File: config.mk
export PLATFORM = sky130hd
export DESIGN_NAME = mem_access_ctrl
export DESIGN_NICKNAME = d
export VERILOG_FILES = /design/src/rtl/mem_access_ctrl.sv
export SDC_FILE = /design/constraint.sdc
export NUM_CORES = 1
export LEC_CHECK = 0
export ABC_AREA = 1
export BUFFER_PORTS_ARGS = -buffer_cell sky130_fd_sc_hd__buf_2
export CAP_MARGIN = 30
export CORE_MARGIN = 2
export CORE_UTILIZATION = 36
export CTS_CLUSTER_SIZE = 28
export DETAILED_ROUTE_END_ITERATION = 10
export PLACE_DENSITY = 0.69
export SYNTH_ARGS = -nofsm -noshare
export SYNTH_HDL_FRONTEND = slang
export SYNTH_SLANG_ARGS = --single-unit
export TNS_END_PERCENT = 1
File: constraint.sdc
create_clock -name clk -period 2.5 [get_ports clk]
set_input_delay 0.125 -clock clk [delete_from_list [all_inputs] [get_ports clk]]
set_output_delay 0.125 -clock clk [all_outputs]
set_load 0.005 [all_outputs]
File: src/rtl/mem_access_ctrl.sv
// Single-port access sequencer for the unified MIPS word memory.
// Turns one fetch or load/store request into a memory cycle and a one-cycle response.
module mem_access_ctrl #(
  parameter int unsigned DEPTH_WORDS = 1024
) (
  input  logic        clk,
  input  logic        rst_n,
  input  logic        fetch_req,
  input  logic [31:0] fetch_pc,
  input  logic        data_req,
  input  logic        data_we,
  input  logic [31:0] data_addr,
  input  logic [31:0] data_wdata,
  output logic        req_ready,
  output logic        resp_valid,
  output logic [31:0] resp_data,
  output logic        resp_is_fetch,
  output logic        resp_fault,
  output logic [31:0] mem_addr,
  output logic [31:0] mem_wdata,
  output logic        mem_rw,
  input  logic [31:0] mem_rdata
);

  // state  | meaning
  // IDLE   | ready for a new request
  // ACCESS | memory read or write in progress (one cycle)
  // RESP   | resp_valid pulse, then back to IDLE
  localparam int unsigned AW = $clog2(DEPTH_WORDS);

  typedef enum logic [1:0] {S_IDLE, S_ACCESS, S_RESP} state_t;

  state_t      state_q, state_d;
  logic        is_store_q, is_store_d;
  logic        is_fetch_q, is_fetch_d;
  logic [31:0] mem_addr_q, mem_addr_d;
  logic [31:0] mem_wdata_q, mem_wdata_d;
  logic [31:0] resp_data_q, resp_data_d;
  logic        resp_is_fetch_q, resp_is_fetch_d;
  logic        resp_fault_q, resp_fault_d;

  logic          accept;
  logic [31:0]   req_addr;
  logic [AW-1:0] req_idx;
  logic          req_fault;

  assign accept    = (state_q == S_IDLE) & (data_req | fetch_req);
  assign req_addr  = data_req ? data_addr : fetch_pc;
  assign req_idx   = req_addr[AW+1:2];
  // Anything at or above 4*DEPTH_WORDS has a nonzero bit above the index field.
  assign req_fault = (req_addr[1:0] != 2'b00) | (|req_addr[31:AW+2]);

  always_ff @(posedge clk or negedge rst_n) begin
    if (!rst_n) begin
      state_q         <= S_IDLE;
      is_store_q      <= 1'b0;
      is_fetch_q      <= 1'b0;
      mem_addr_q      <= '0;
      mem_wdata_q     <= '0;
      resp_data_q     <= '0;
      resp_is_fetch_q <= 1'b0;
      resp_fault_q    <= 1'b0;
    end else begin
      state_q         <= state_d;
      is_store_q      <= is_store_d;
      is_fetch_q      <= is_fetch_d;
      mem_addr_q      <= mem_addr_d;
      mem_wdata_q     <= mem_wdata_d;
      resp_data_q     <= resp_data_d;
      resp_is_fetch_q <= resp_is_fetch_d;
      resp_fault_q    <= resp_fault_d;
    end
  end

  always_comb begin
    state_d = state_q;
    case (state_q)
      S_IDLE:   if (accept) state_d = req_fault ? S_RESP : S_ACCESS;
      S_ACCESS: state_d = S_RESP;
      S_RESP:   state_d = S_IDLE;
      default:  state_d = S_IDLE;
    endcase
  end

  always_comb begin
    is_store_d      = is_store_q;
    is_fetch_d      = is_fetch_q;
    mem_addr_d      = mem_addr_q;
    mem_wdata_d     = mem_wdata_q;
    resp_data_d     = resp_data_q;
    resp_is_fetch_d = resp_is_fetch_q;
    resp_fault_d    = resp_fault_q;
    if (accept) begin
      is_store_d = data_req & data_we;
      is_fetch_d = ~data_req;
      if (!req_fault) begin
        mem_addr_d = {{(32-AW){1'b0}}, req_idx};
        if (data_req & data_we) mem_wdata_d = data_wdata;
      end else begin
        // Faults skip ACCESS, so the response fields are loaded straight away.
        resp_data_d     = '0;
        resp_is_fetch_d = ~data_req;
        resp_fault_d    = 1'b1;
      end
    end
    if (state_q == S_ACCESS) begin
      resp_data_d     = is_store_q ? 32'h0 : mem_rdata;
      resp_is_fetch_d = is_fetch_q;
      resp_fault_d    = 1'b0;
    end
  end

  always_comb begin
    req_ready  = (state_q == S_IDLE);
    resp_valid = (state_q == S_RESP);
    mem_rw     = (state_q == S_ACCESS) & is_store_q;
  end

  assign resp_data     = resp_data_q;
  assign resp_is_fetch = resp_is_fetch_q;
  assign resp_fault    = resp_fault_q;
  assign mem_addr      = mem_addr_q;
  assign mem_wdata     = mem_wdata_q;

endmodule

### After elaboration in Yosys (flattened, before gate mapping)

Index checks and enable logic that the tools add are counted.

| word-level totals | value |
|---|---|
| register bits after elaboration | 80 |
| bits of input ports | 133 |
| output and inout bits | 101 |

| operators by class | value |
|---|---|
| equal/unequal tests | 3 |
| mux-type cells | 14 |
| bitwise logic cells | 7 |
| reductions and logical operators | 8 |

Operators by type and width:

| operator | number |
|---|---|
| two-way mux 32 bit | 5 |
| OR reduction 20 bit | 1 |
| two-way mux 1 bit | 6 |
| nonzero test 2 bit | 3 |
| two-way mux 2 bit | 2 |
| case mux 2 bit (2 select lines) | 1 |
| AND reduction 2 bit | 2 |
| AND 1 bit | 3 |
| AND reduction 3 bit | 1 |
| == test 2 x 1 -> 1 bit, second input constant | 1 |
| == test 2 bit, second input constant | 1 |
| zero test 2 bit | 1 |
| != test 2 x 1 -> 1 bit, second input constant | 1 |
| NOT 1 bit | 2 |
| bitwise OR 1 bit | 2 |

### Depth between registers and ports, before layout

Gate-level depths: netlist of the first run.

| logic depth | value |
|---|---|
| depth in word-level cells | 6 |
| depth in mapped cells | 11 |
| mapped depth without buffers | 10 |

### Least setup slack after synthesis of the first run

Ideal clock, no wire load.

| timing | value |
|---|---|
| path type | reg-to-reg |
| from | register state_q[0] |
| to | register mem_wdata_q[0], in the netlist mem_wdata[0] |
| library setup time | 0.117 ns |
| arrival | 1.302 ns |
| setup slack | 1.081 ns |
| cell stages (with the launch flop) | 8 |
| buffers on the path | 1 |
| clock period less this slack | 1.419 ns |
| cells stage by stage | dfrtp_1 -> nor2_1 -> o21ai_1 -> nor2_1 -> nand3_4 -> buf_6 -> nand2_1 -> o21ai_2 |

| between the ends | value |
|---|---|
| longest elaborated chain between the ends | 3 |

RTL lines:

| what | RTL line | RTL |
|---|---|---|
| start: declaration | 33 | `state_t state_q, state_d;` |
| start signal: assignment | 64 | `state_q <= state_d;` |
| zero test 2 bit | -- |  |
| net req_ready | 14 | `output logic req_ready,` |
| AND 1 bit | 47 | `assign accept = (state_q == S_IDLE) & (data_req \| fetch_req);` |
| AND reduction 3 bit (no source line) | -- |  |
| end signal: assignment | 68 | `mem_wdata_q <= mem_wdata_d;` |
| end: declaration | 37 | `logic [31:0] mem_wdata_q, mem_wdata_d;` |

The timed path passes the listed nets, and every way through them passes these cells.
A chain may end at the register's enable or synchronous reset.

### Final worst setup path of the first run

| timing | value |
|---|---|
| from | register state_q[1] |
| to | register mem_wdata_q[24], in the netlist mem_wdata[24] |

| between the ends | value |
|---|---|
| longest elaborated chain between the ends | 3 |

RTL lines:

| what | RTL line |
|---|---|
| zero test 2 bit | 47 |
| AND 1 bit | 47 |
| AND reduction 3 bit (no source line) | -- |

No other way between the ends.

==> impl_metrics.prom, run 1 <==
# TYPE chip_impl_metric gauge
chip_impl_metric{name="report.final.hold_viol_count",unit=""} 0
chip_impl_metric{name="n_diodes",unit=""} 0
chip_impl_metric{name="timing.slew.headroom",unit="%"} 48.87
chip_impl_metric{name="global_route_overflow",unit=""} 0
chip_impl_metric{name="worstMarginPinSlew",unit="ps"} 767.0
chip_impl_metric{name="post_cts.repair.setup_buffers",unit=""} 0
chip_impl_metric{name="cts.clk_slew.worst_paths",unit="ps"} 100
chip_impl_metric{name="ioPinCount",unit=""} 234
chip_impl_metric{name="ys_seq_elements",unit=""} 80
chip_impl_metric{name="die_h",unit="um"} 107.7
chip_impl_metric{name="total_area_of_multi_input_combinational_cells",unit="mm^2"} 0.001468
chip_impl_metric{name="layout_cell_share_with_drive_strength_beyond_1",unit="%"} 38.18
chip_impl_info{name="root_buffer",value="sky130_fd_sc_hd__clkbuf_8"} 1
chip_impl_info{name="hold_path_class",value="in2reg"} 1
chip_impl_metric{name="globalplace.congestion",unit=""} 0.8902
chip_impl_metric{name="post_synth_instance_area",unit="mm^2"} 0.003872
chip_impl_metric{name="report.final.slew_viol_count",unit=""} 0
chip_impl_metric{name="routed_wire_length_per_instance",unit="um"} 12.65
chip_impl_metric{name="htree_levels",unit=""} 3
chip_impl_metric{name="finish.net_count",unit=""} 843
chip_impl_metric{name="die-width",unit="um"} 107.7
chip_impl_metric{name="grt_max_degree",unit=""} 65
chip_impl_metric{name="avgViaCountPerCell",unit=""} 4.439
chip_impl_info{name="startpoint",value="state_q[1]"} 1
chip_impl_info{name="rsz_0062_raised_after_global_routing",value="no"} 1
chip_impl_metric{name="worstHoldPathCells",unit=""} 3
chip_impl_info{name="timing_worst_setup_path_type",value="reg2reg"} 1
chip_impl_metric{name="synth-seq-area-share",unit="%"} 51.70
chip_impl_info{name="cts_tree",value="built"} 1
chip_impl_metric{name="power_leakage",unit="uW"} 0.003401
chip_impl_info{name="hp-start",value="data_wdata[17]"} 1
chip_impl_metric{name="accumulated_negative_setup_slack",unit="ps"} 0
chip_impl_metric{name="clk_latency",unit="ps"} 360
chip_impl_metric{name="die_area",unit="mm^2"} 0.01160
chip_impl_metric{name="fin_hold_ws",unit="ps"} 10.21
chip_impl_metric{name="gr_usage_total",unit="%"} 19.16
chip_impl_metric{name="nFillCells",unit=""} 894
chip_impl_info{name="critical_path.endpoint_type",value="flop"} 1
chip_impl_metric{name="drt_iter0_markers",unit=""} 292
chip_impl_metric{name="tritoncts_num_sinks",unit=""} 80
chip_impl_metric{name="first_global_vias",unit=""} 3777
chip_impl_metric{name="proportion_of_netlist_area_held_by_the_largest_area_contributor",unit="%"} 51.70
chip_impl_metric{name="tritoncts.num_buffers",unit=""} 9
chip_impl_metric{name="post_synthesis_cells",unit=""} 444
chip_impl_metric{name="vias",unit=""} 3778
chip_impl_metric{name="numPortBuffers",unit=""} 211
chip_impl_metric{name="final_std_cells_w_o_fill",unit=""} 851
chip_impl_metric{name="vdd_drop_max",unit="mV"} 0.2871
chip_impl_metric{name="cp.required",unit="ps"} 2780
chip_impl_metric{name="core",unit="mm^2"} 0.01037
chip_impl_metric{name="placementRows",unit=""} 37
chip_impl_metric{name="layout_worst_path_cycle_share",unit="%"} 72.80
chip_impl_info{name="final_cell_mix",value="210 x sky130_fd_sc_hd__buf_2, 131 x sky130_fd_sc_hd__nand2_1, 80 x sky130_fd_sc_hd__dfrtp_1, 60 x sky130_fd_sc_hd__dlygate4sd3_1, 47 x sky130_fd_sc_hd__inv_1"} 1
chip_impl_info{name="launching_point_of_the_worst_reg2reg_path",value="state_q[1]"} 1
chip_impl_metric{name="max_freq",unit="MHz"} 549.5
chip_impl_info{name="r2r_end",value="mem_wdata[24]"} 1
chip_impl_metric{name="antenna_found_initial",unit=""} 0
chip_impl_metric{name="post_cts_resize_count",unit=""} 0
chip_impl_metric{name="total_power",unit="uW"} 2610
chip_impl_metric{name="detail_route.first_pass.iterations",unit=""} 4
chip_impl_metric{name="detailed_place.area",unit="mm^2"} 0.004945
chip_impl_metric{name="final_period_minus_worst_setup_slack",unit="ps"} 1820
chip_impl_metric{name="ff2ff_path_depth",unit=""} 7
chip_impl_info{name="status",value="finished clean"} 1
chip_impl_info{name="synth_top_area_cell",value="sky130_fd_sc_hd__dfrtp_1"} 1
chip_impl_metric{name="finClkSkew",unit="ps"} 14.33
chip_impl_metric{name="final_area",unit="mm^2"} 0.005748
chip_impl_metric{name="cell_count_after_placement",unit=""} 775
chip_impl_info{name="commonest_non_fill_non_tap_cell_in_the_layout",value="sky130_fd_sc_hd__buf_2"} 1
chip_impl_metric{name="clockBufferDepth",unit=""} 2
chip_impl_metric{name="count_of_nets_left_with_antenna_violations_after_detail_routing",unit=""} 0
chip_impl_metric{name="reg_to_reg_slack_setup",unit="ps"} 680
chip_impl_metric{name="seq_area",unit="mm^2"} 0.002002
chip_impl_metric{name="grt_first_pass_wirelength",unit="um"} 17570
chip_impl_metric{name="report.final.setup_viol",unit=""} 0
chip_impl_metric{name="synth_cell_type_count",unit=""} 25
chip_impl_metric{name="dpl.hpwl",unit="um"} 7260
chip_impl_metric{name="cp_max_fo",unit=""} 64
chip_impl_metric{name="timing.max_cap.violations",unit=""} 0
chip_impl_info{name="post_synth_main_area_contributors",value="sky130_fd_sc_hd__dfrtp_1 52%, sky130_fd_sc_hd__nand2_1 13%, sky130_fd_sc_hd__o21ai_2 7.2%"} 1
chip_impl_metric{name="yosys_warnings",unit=""} 0
chip_impl_metric{name="areaGrowthSynthToFinish",unit="%"} 48.43
chip_impl_metric{name="synthesis.area_per_instance",unit="um^2"} 8.722
chip_impl_metric{name="drc_errors",unit=""} 0
chip_impl_metric{name="worst-endpoint-arrival",unit="ps"} 2100
chip_impl_info{name="startpoint_type",value="flop"} 1
chip_impl_info{name="whs_endpoint",value="mem_wdata[17]"} 1
chip_impl_metric{name="routed_wirelength",unit="um"} 10770
chip_impl_metric{name="power-per-cell-area",unit="mW/mm^2"} 454.1
chip_impl_metric{name="initial_utilization",unit="%"} 37.34
-- power by group --
group	internal, uW	switching (uW)	total (uW)
sequential	1300	5.70	1310
clock	474	504	978
combinational	172	153	325
-- worst max path at each step --
stage                     depth (start not counted)  slack (ps)             to
after global routing                              7         510  mem_wdata[28]
final                                             7         680  mem_wdata[24]
after floorplan                                   7        1080   mem_wdata[0]
after CTS                                         7         670  mem_wdata[26]
after global placement                           11         500   mem_wdata[0]
after detailed placement                         11         370  mem_wdata[21]
-- cell families (layout without fill, tap and decap cells) --
logic type | after synthesis | in the layout | synth area share, %
buffers and inverters | 89 | 339 | 12.50
DFF | 80 | 80 | 51.70
other | 1 | 22 | 0.09684
and+or+nand+nor | 217 | 217 | 23.88
muxes | 10 | 10 | 2.585
AOI/OAI and AO/OA | 47 | 47 | 9.241
-- timing repair --
item / in CTS / in global routing
hold buffers: 56 / 4
endpoints found under the setup margin: 0 / 0
hold endpoints to repair: 86 / 4
-- through the flow --
step	util (%)	setup slack, ps
after floorplan	-	1081
after global placement	47.42	496.2
after detailed placement	47.68	371.9
after CTS	55.04	673.7
after global routing	55.43	506.3
final	55.43	680.0
-- layout make-up --
class,count,share of cell area [%]
sequential,80,34.83
timing repair buffer,276,30.08
multi-input combinational,296,25.53
inverter,47,3.069
tap,136,2.960
clock buffer,9,2.155
clock inverter,7,1.371
-- sequential cells by signal (all words and copies together), names as in the netlist --
name / cells
state_q: 2
resp_data: 32
mem_wdata: 32
is_store_q: 1
resp_fault: 1
mem_addr: 10
resp_is_fetch: 1
is_fetch_q: 1
-- worst max-delay path, stage by stage, from the launching register on --
cell	delay (ps)
sky130_fd_sc_hd__dfrtp_1	380
sky130_fd_sc_hd__nor2_1	60
sky130_fd_sc_hd__o21ai_1	170
sky130_fd_sc_hd__nor2_1	130
sky130_fd_sc_hd__nand3_4	100
sky130_fd_sc_hd__buf_4	600
sky130_fd_sc_hd__nand2_1	170
sky130_fd_sc_hd__o21ai_2	110
-- synthesized netlist by cell type --
master,n
sky130_fd_sc_hd__nand3_2,1
sky130_fd_sc_hd__conb_1,1
sky130_fd_sc_hd__nand3_1,37
sky130_fd_sc_hd__nand3b_1,3
sky130_fd_sc_hd__a21oi_1,1
sky130_fd_sc_hd__o21ai_2,32
sky130_fd_sc_hd__o21bai_1,1
sky130_fd_sc_hd__nor2_1,33
sky130_fd_sc_hd__nand3_4,1
sky130_fd_sc_hd__buf_1,2
sky130_fd_sc_hd__nor2_4,2
sky130_fd_sc_hd__nand2_1,131
sky130_fd_sc_hd__o21ai_0,2
sky130_fd_sc_hd__inv_1,47
sky130_fd_sc_hd__nor3_1,4
sky130_fd_sc_hd__or2_1,1
sky130_fd_sc_hd__nand2_2,2
sky130_fd_sc_hd__buf_2,3
sky130_fd_sc_hd__dfrtp_1,80
sky130_fd_sc_hd__buf_6,7
sky130_fd_sc_hd__o21ai_1,11
sky130_fd_sc_hd__clkbuf_1,5
sky130_fd_sc_hd__mux2i_1,10
sky130_fd_sc_hd__nor2_2,2
sky130_fd_sc_hd__buf_4,25
-- per-layer routing --
metal | up-vias | routed length, um | track usage [%]
met5 | - | 0 | 0
met4 | 0 | 226 | 7.601
met3 | 17 | 853 | 5.145
met2 | 185 | 5275 | 32.97
met1 | 1709 | 4410 | 22.66
li1 | 1867 | - | -
Power figures use the tool's default switching activity.
==> inputs of run 2 (changes only) <==
--- a/config.mk
+++ b/config.mk
@@ -12,7 +12,7 @@
 export CORE_UTILIZATION = 36
 export CTS_CLUSTER_SIZE = 28
 export DETAILED_ROUTE_END_ITERATION = 10
-export PLACE_DENSITY = 0.69
+export PLACE_DENSITY = 0.71
 export SYNTH_ARGS = -nofsm -noshare
 export SYNTH_HDL_FRONTEND = slang
 export SYNTH_SLANG_ARGS = --single-unit
==> constraint.sdc (replaced) <==
create_clock -name clk -period 1.65 [get_ports clk]
set_input_delay 0.0825 -clock clk [delete_from_list [all_inputs] [get_ports clk]]
set_output_delay 0.0825 -clock clk [all_outputs]
set_load 0.005 [all_outputs]
==> run 2 against run 1 <==
  * Sequential power is 51% higher
  * Maximum frequency rose by 19%
  * Flip-flop and latch count unchanged
  * Largest power group unchanged
  * Via count is 0.66% higher
  * Largest cell class unchanged
  * Highest routed layer unchanged
==> impl_metrics.prom, run 2 (synthesis results as in run 1) <==
# TYPE chip_impl_metric gauge
chip_impl_info{name="rsz_0062_raised_after_global_routing",value="no"} 1
chip_impl_info{name="worst_path_most_repeated_cell",value="sky130_fd_sc_hd__nor2_1"} 1
chip_impl_metric{name="finClkSkew",unit="ps"} 7.199
chip_impl_metric{name="vdd_drop_max",unit="mV"} 0.4041
chip_impl_metric{name="clockBufferDepth",unit=""} 2
chip_impl_metric{name="report.final.slew_viol_count",unit=""} 0
chip_impl_metric{name="worst-endpoint-arrival",unit="ps"} 1760
chip_impl_metric{name="antenna_found_initial",unit=""} 0
chip_impl_metric{name="initial_utilization",unit="%"} 37.34
chip_impl_metric{name="htree_levels",unit=""} 3
chip_impl_metric{name="cts.clk_slew.worst_paths",unit="ps"} 80
chip_impl_metric{name="cp.required",unit="ps"} 1870
chip_impl_metric{name="clk_latency",unit="ps"} 340
chip_impl_metric{name="total_area_of_multi_input_combinational_cells",unit="mm^2"} 0.001468
chip_impl_metric{name="worstHoldPathCells",unit=""} 3
chip_impl_metric{name="post_cts_resize_count",unit=""} 0
chip_impl_info{name="whs_endpoint",value="mem_addr[5]"} 1
chip_impl_metric{name="report.final.hold_viol_count",unit=""} 0
chip_impl_metric{name="cell_count_after_placement",unit=""} 783
chip_impl_metric{name="slowest_delay",unit="ps"} 400
chip_impl_metric{name="die_area",unit="mm^2"} 0.01160
chip_impl_metric{name="grt_first_pass_wirelength",unit="um"} 16840
chip_impl_metric{name="accumulated_negative_setup_slack",unit="ps"} 0
chip_impl_metric{name="grt_max_degree",unit=""} 65
chip_impl_metric{name="ioPinCount",unit=""} 234
chip_impl_info{name="hp-start",value="fetch_pc[7]"} 1
chip_impl_metric{name="global_route_overflow",unit=""} 0
chip_impl_info{name="cts_tree",value="built"} 1
chip_impl_metric{name="tritoncts.num_buffers",unit=""} 9
chip_impl_info{name="timing.critical_path.slowest_stage_cell",value="sky130_fd_sc_hd__dfrtp_1"} 1
chip_impl_info{name="timing_worst_setup_path_type",value="reg2reg"} 1
chip_impl_metric{name="layout_cell_share_with_drive_strength_beyond_1",unit="%"} 38.60
chip_impl_metric{name="avgViaCountPerCell",unit=""} 4.402
chip_impl_info{name="root_buffer",value="sky130_fd_sc_hd__clkbuf_8"} 1
chip_impl_info{name="final_cell_mix",value="210 x sky130_fd_sc_hd__buf_2, 131 x sky130_fd_sc_hd__nand2_1, 80 x sky130_fd_sc_hd__dfrtp_1, 65 x sky130_fd_sc_hd__dlygate4sd3_1, 47 x sky130_fd_sc_hd__inv_1"} 1
chip_impl_metric{name="final_area",unit="mm^2"} 0.005914
chip_impl_metric{name="vias",unit=""} 3803
chip_impl_metric{name="die_h",unit="um"} 107.7
chip_impl_info{name="crit_chain",value="nor2_1, o21ai_1, nor2_1, nand3_4, buf_12, nand2_1, o21ai_2"} 1
chip_impl_info{name="status",value="finished clean"} 1
chip_impl_metric{name="post_cts.repair.setup_buffers",unit=""} 0
chip_impl_metric{name="numPortBuffers",unit=""} 211
chip_impl_metric{name="final_std_cells_w_o_fill",unit=""} 864
chip_impl_metric{name="gr_usage_total",unit="%"} 18.29
chip_impl_metric{name="layout.core_utilization",unit="%"} 57.03
chip_impl_metric{name="core",unit="mm^2"} 0.01037
chip_impl_info{name="startpoint_type",value="flop"} 1
chip_impl_info{name="commonest_non_fill_non_tap_cell_in_the_layout",value="sky130_fd_sc_hd__buf_2"} 1
chip_impl_metric{name="n_diodes",unit=""} 0
chip_impl_metric{name="tritoncts_num_sinks",unit=""} 80
chip_impl_metric{name="areaGrowthSynthToFinish",unit="%"} 52.73
chip_impl_metric{name="post_cts_hold_buffer_count",unit=""} 65
chip_impl_metric{name="first_global_vias",unit=""} 3685
chip_impl_metric{name="report.final.setup_viol",unit=""} 0
chip_impl_metric{name="reg_to_reg_slack_setup",unit="ps"} 120
chip_impl_metric{name="detail_route.first_pass.iterations",unit=""} 7
chip_impl_info{name="hold_path_class",value="in2reg"} 1
chip_impl_info{name="critical_path.endpoint_type",value="flop"} 1
chip_impl_metric{name="drt_iter0_markers",unit=""} 223
chip_impl_info{name="launching_point_of_the_worst_reg2reg_path",value="state_q[0]"} 1
chip_impl_metric{name="nFillCells",unit=""} 888
chip_impl_metric{name="max_freq",unit="MHz"} 652.0
chip_impl_metric{name="dpl.hpwl",unit="um"} 7212
chip_impl_metric{name="detailed_place.area",unit="mm^2"} 0.005010
chip_impl_metric{name="power_leakage",unit="uW"} 0.003487
chip_impl_info{name="r2r_end",value="mem_wdata[13]"} 1
chip_impl_metric{name="placementRows",unit=""} 37
chip_impl_metric{name="seq_area",unit="mm^2"} 0.002002
chip_impl_metric{name="count_of_nets_left_with_antenna_violations_after_detail_routing",unit=""} 0
chip_impl_metric{name="ff2ff_path_depth",unit=""} 7
chip_impl_metric{name="die-width",unit="um"} 107.7
chip_impl_metric{name="final_period_minus_worst_setup_slack",unit="ps"} 1534
chip_impl_metric{name="power-per-cell-area",unit="mW/mm^2"} 726.0
chip_impl_metric{name="routed_wire_length_per_instance",unit="um"} 12.28
chip_impl_metric{name="routed_wirelength",unit="um"} 10610
chip_impl_metric{name="timing.max_cap.violations",unit=""} 0
chip_impl_metric{name="globalplace.congestion",unit=""} 0.8307
chip_impl_metric{name="cp_max_fo",unit=""} 64
chip_impl_metric{name="finish.net_count",unit=""} 856
chip_impl_metric{name="drc_errors",unit=""} 0
chip_impl_metric{name="layout_worst_path_cycle_share",unit="%"} 92.96
-- run 2: cell count changes in the layout (fill, tap and decap cells not counted), moves of 2 or more --
cell	change
sky130_fd_sc_hd__buf_12	+2
sky130_fd_sc_hd__buf_4	+7
sky130_fd_sc_hd__dlygate4sd3_1	+5
sky130_fd_sc_hd__inv_6	-3
sky130_fd_sc_hd__bufinv_16	+2
-- run 2: worst max path at each step --
stage                           from             to  slack, ps  depth (start not counted)
after global placement      data_req   mem_wdata[1]        190                         11
after detailed placement    data_req   mem_wdata[9]        130                         11
after global routing      state_q[1]  mem_wdata[13]         10                          7
after floorplan           state_q[0]   mem_wdata[0]        230                          7
after CTS                 state_q[0]   mem_wdata[9]        140                          7
final                     state_q[0]  mem_wdata[13]        120                          7
-- run 2: layout make-up --
| cell class | instances | share of cell area (%) |
|---|---|---|
| Tap cell | 136 | 2.877 |
| Multi-Input combinational cell | 296 | 24.81 |
| Timing Repair Buffer | 289 | 31.18 |
| Clock buffer | 10 | 2.327 |
| Inverter | 47 | 2.983 |
| Sequential cell | 80 | 33.85 |
| Clock inverter | 6 | 1.967 |
-- run 2: worst max-delay path, delay by kind of cell, from the launching register on --
kind	cells	cell delay, ps
AO/OA/AOI/OAI	2	170
buffers and inverters	1	200
AND/OR/NAND/NOR	4	600
flip-flops	1	400
-- run 2: power by group --
| part | switching, uW | internal [uW] | total, uW |
|---|---|---|---|
| sequential | 9.72 | 1970 | 1980 |
| clock | 731 | 1050 | 1790 |
| combinational | 236 | 289 | 525 |
-- run 2: per-layer routing --
layer / vias up / share of wire (%) / track usage, %
li1: 1895 / - / -
met1: 1715 / 40 / 21.12
met2: 165 / 50 / 32.12
met3: 28 / 8.0 / 5.327
met4: 0 / 2.6 / 6.502
met5: - / 0 / 0
-- run 2: per-stage QoR --
stage	total power (uW)	setup slack (ps)	hold WS, ps
4_1_cts	4373	138.2	4.413
5_1_grt	4522	10.15	31.83
2_1_floorplan	2205	231.0	-213.1
6_report	4294	116.2	25.56
3_3_place_gp	2414	188.8	12.60
3_5_place_dp	2424	130.6	15.48
==> inputs of run 3 (changes only) <==
--- a/config.mk
+++ b/config.mk
@@ -8,11 +8,12 @@
 export ABC_AREA = 1
 export BUFFER_PORTS_ARGS = -buffer_cell sky130_fd_sc_hd__buf_2
 export CAP_MARGIN = 30
-export CORE_MARGIN = 2
 export CORE_UTILIZATION = 36
 export CTS_CLUSTER_SIZE = 28
 export DETAILED_ROUTE_END_ITERATION = 10
+export MAX_ROUTING_LAYER = met4
 export PLACE_DENSITY = 0.71
+export SLEW_MARGIN = 20
 export SYNTH_ARGS = -nofsm -noshare
 export SYNTH_HDL_FRONTEND = slang
 export SYNTH_SLANG_ARGS = --single-unit
==> run 3 against run 2 <==
  * Cell area increased by 0.28%
  * Die area decreased by 3.7%
  * First-iteration DRC count decreased by 9.9%
  * Largest cell class unchanged
  * Via count decreased by 0.95%
  * Clock skew increased by 6.5 ps
==> impl_metrics.prom, run 3 (synthesis results as in run 1) <==
# TYPE chip_impl_metric gauge
chip_impl_metric{name="core",unit="mm^2"} 0.01037
chip_impl_metric{name="htree_levels",unit=""} 3
chip_impl_metric{name="antenna_found_initial",unit=""} 0
chip_impl_metric{name="cell_count_after_placement",unit=""} 779
chip_impl_metric{name="numPortBuffers",unit=""} 211
chip_impl_metric{name="ff2ff_path_depth",unit=""} 7
chip_impl_metric{name="die_area",unit="mm^2"} 0.01118
chip_impl_metric{name="first_global_vias",unit=""} 3758
chip_impl_metric{name="finClkSkew",unit="ps"} 13.67
chip_impl_metric{name="tritoncts_num_sinks",unit=""} 80
chip_impl_metric{name="dp_slack",unit="ps"} 45.88
chip_impl_metric{name="initial_utilization",unit="%"} 37.34
chip_impl_info{name="rsz_0062_raised_after_global_routing",value="no"} 1
chip_impl_metric{name="layout_cell_share_with_drive_strength_beyond_1",unit="%"} 38.22
chip_impl_info{name="critical_path.endpoint_type",value="flop"} 1
chip_impl_metric{name="final_std_cells_w_o_fill",unit=""} 866
chip_impl_metric{name="cts.clk_slew.worst_paths",unit="ps"} 90
chip_impl_metric{name="worstHoldPathCells",unit=""} 3
chip_impl_metric{name="cp.required",unit="ps"} 1870
chip_impl_info{name="hp-start",value="fetch_pc[11]"} 1
chip_impl_metric{name="vias",unit=""} 3767
chip_impl_metric{name="die-width",unit="um"} 105.7
chip_impl_metric{name="clk_latency",unit="ps"} 350
chip_impl_metric{name="global_route_overflow",unit=""} 0
chip_impl_metric{name="power_leakage",unit="uW"} 0.003484
chip_impl_info{name="launching_point_of_the_worst_reg2reg_path",value="state_q[0]"} 1
chip_impl_info{name="cts_tree",value="built"} 1
chip_impl_metric{name="die_h",unit="um"} 105.7
chip_impl_metric{name="avgViaCountPerCell",unit=""} 4.350
chip_impl_metric{name="finish.net_count",unit=""} 858
chip_impl_metric{name="drc_errors",unit=""} 0
chip_impl_metric{name="worst-endpoint-arrival",unit="ps"} 1750
chip_impl_metric{name="layout_worst_path_cycle_share",unit="%"} 92.47
chip_impl_metric{name="power-per-cell-area",unit="mW/mm^2"} 696.7
chip_impl_info{name="r2r_end",value="mem_wdata[29]"} 1
chip_impl_metric{name="clockBufferDepth",unit=""} 2
chip_impl_metric{name="tritoncts.num_buffers",unit=""} 9
chip_impl_metric{name="routed_wire_length_per_instance",unit="um"} 11.93
chip_impl_info{name="root_buffer",value="sky130_fd_sc_hd__clkbuf_8"} 1
chip_impl_metric{name="report.final.hold_viol_count",unit=""} 0
chip_impl_info{name="final_cell_mix",value="210 x sky130_fd_sc_hd__buf_2, 130 x sky130_fd_sc_hd__nand2_1, 80 x sky130_fd_sc_hd__dfrtp_1, 71 x sky130_fd_sc_hd__dlygate4sd3_1, 47 x sky130_fd_sc_hd__inv_1"} 1
chip_impl_info{name="startpoint_type",value="flop"} 1
chip_impl_info{name="timing_worst_setup_path_type",value="reg2reg"} 1
chip_impl_metric{name="drt_iter0_markers",unit=""} 201
chip_impl_metric{name="post_cts.repair.setup_buffers",unit=""} 0
chip_impl_metric{name="fin_hold_ws",unit="ps"} 17.35
chip_impl_metric{name="report.final.slew_viol_count",unit=""} 0
chip_impl_metric{name="ioPinCount",unit=""} 234
chip_impl_metric{name="n_diodes",unit=""} 0
chip_impl_info{name="status",value="finished clean"} 1
chip_impl_info{name="hold_path_class",value="in2reg"} 1
chip_impl_metric{name="count_of_nets_left_with_antenna_violations_after_detail_routing",unit=""} 0
chip_impl_metric{name="total_power",unit="uW"} 4132
chip_impl_metric{name="dpl.hpwl",unit="um"} 7148
chip_impl_metric{name="areaGrowthSynthToFinish",unit="%"} 53.15
chip_impl_metric{name="reg_to_reg_slack_setup",unit="ps"} 120
chip_impl_metric{name="accumulated_negative_setup_slack",unit="ps"} 0
chip_impl_info{name="commonest_non_fill_non_tap_cell_in_the_layout",value="sky130_fd_sc_hd__buf_2"} 1
chip_impl_metric{name="cp_max_fo",unit=""} 64
chip_impl_metric{name="finalWorstSetupSlack",unit="ps"} 124.2
chip_impl_info{name="whs_endpoint",value="mem_addr[9]"} 1
chip_impl_metric{name="gr_usage_total",unit="%"} 19.75
chip_impl_metric{name="routed_wirelength",unit="um"} 10330
chip_impl_metric{name="grt_max_degree",unit=""} 65
chip_impl_metric{name="globalplace.congestion",unit=""} 0.8048
chip_impl_metric{name="placementRows",unit=""} 37
chip_impl_metric{name="grt_first_pass_wirelength",unit="um"} 17060
chip_impl_metric{name="final_period_minus_worst_setup_slack",unit="ps"} 1526
chip_impl_metric{name="max_freq",unit="MHz"} 655.4
chip_impl_metric{name="timing.max_cap.violations",unit=""} 0
chip_impl_metric{name="detail_route.first_pass.iterations",unit=""} 4
chip_impl_metric{name="vdd_drop_max",unit="mV"} 0.3195
chip_impl_metric{name="report.final.setup_viol",unit=""} 0
==> run 3: how the worst max path moves through the flow <==
stage	from	end	slack, ps	cells past startpoint
after global placement	data_req	mem_wdata[30]	110	10
after detailed placement	data_req	mem_wdata[20]	50	10
after CTS	state_q[1]	mem_rw	8	5
final	state_q[0]	mem_wdata[29]	120	7
after global routing	state_q[0]	mem_wdata[29]	20	7
after floorplan	state_q[0]	mem_wdata[0]	230	7
==> run 3: routing by layer <==
layer	up-vias	part of all wire (%)	global-route usage (%)
li1	1896	-	-
met1	1706	43	23.78
met2	148	50	33.15
met3	17	5.5	3.340
met4	0	1.7	7.540
met5	-	0	-
==> run 3: final cells by class <==
cell class / instances / area [um^2]
fillers: 927 / 4439
flip-flops and latches: 80 / 2002
repair buffers: 291 / 1882
multi-input cells: 296 / 1473
inverters: 47 / 176.4
well taps: 136 / 170.2
clock buffers: 10 / 137.6
clock inverters: 6 / 90.09
==> run 3: critical path, cell delays in order, from the launching register on <==
cell and delay [ps]:
sky130_fd_sc_hd__dfrtp_1 410, sky130_fd_sc_hd__nor2_1 140, sky130_fd_sc_hd__o21ai_1 160, sky130_fd_sc_hd__nor2_2 180, sky130_fd_sc_hd__nand3_4 90, sky130_fd_sc_hd__buf_12 210
sky130_fd_sc_hd__nand2_1 120, sky130_fd_sc_hd__o21ai_2 60
==> run 3: what timing repair did <==
| item | in CTS | in global routing |
|---|---|---|
| resized for setup | 1 | 3 |
| hold endpoints to repair | 102 | 0 |
| endpoints found under the setup margin | 1 | 7 |
| gates cloned | 0 | 0 |
| hold buffers | 71 | 0 |
==> run 3: through the flow <==
| step | util [%] | area, um^2 |
|---|---|---|
| 3_5_place_dp | 48.02 | 4980 |
| 3_3_place_gp | 48.02 | 4980 |
| 6_report | 57.19 | 5931 |
| 5_1_grt | 57.19 | 5931 |
| 2_1_floorplan | - | 3951 |
| 4_1_cts | 57.11 | 5922 |
==> run 3: where the power goes <==
part	switching, uW	internal, uW
logic	238	294
clock network	719	899
registers	7.97	1970
total	965	3170
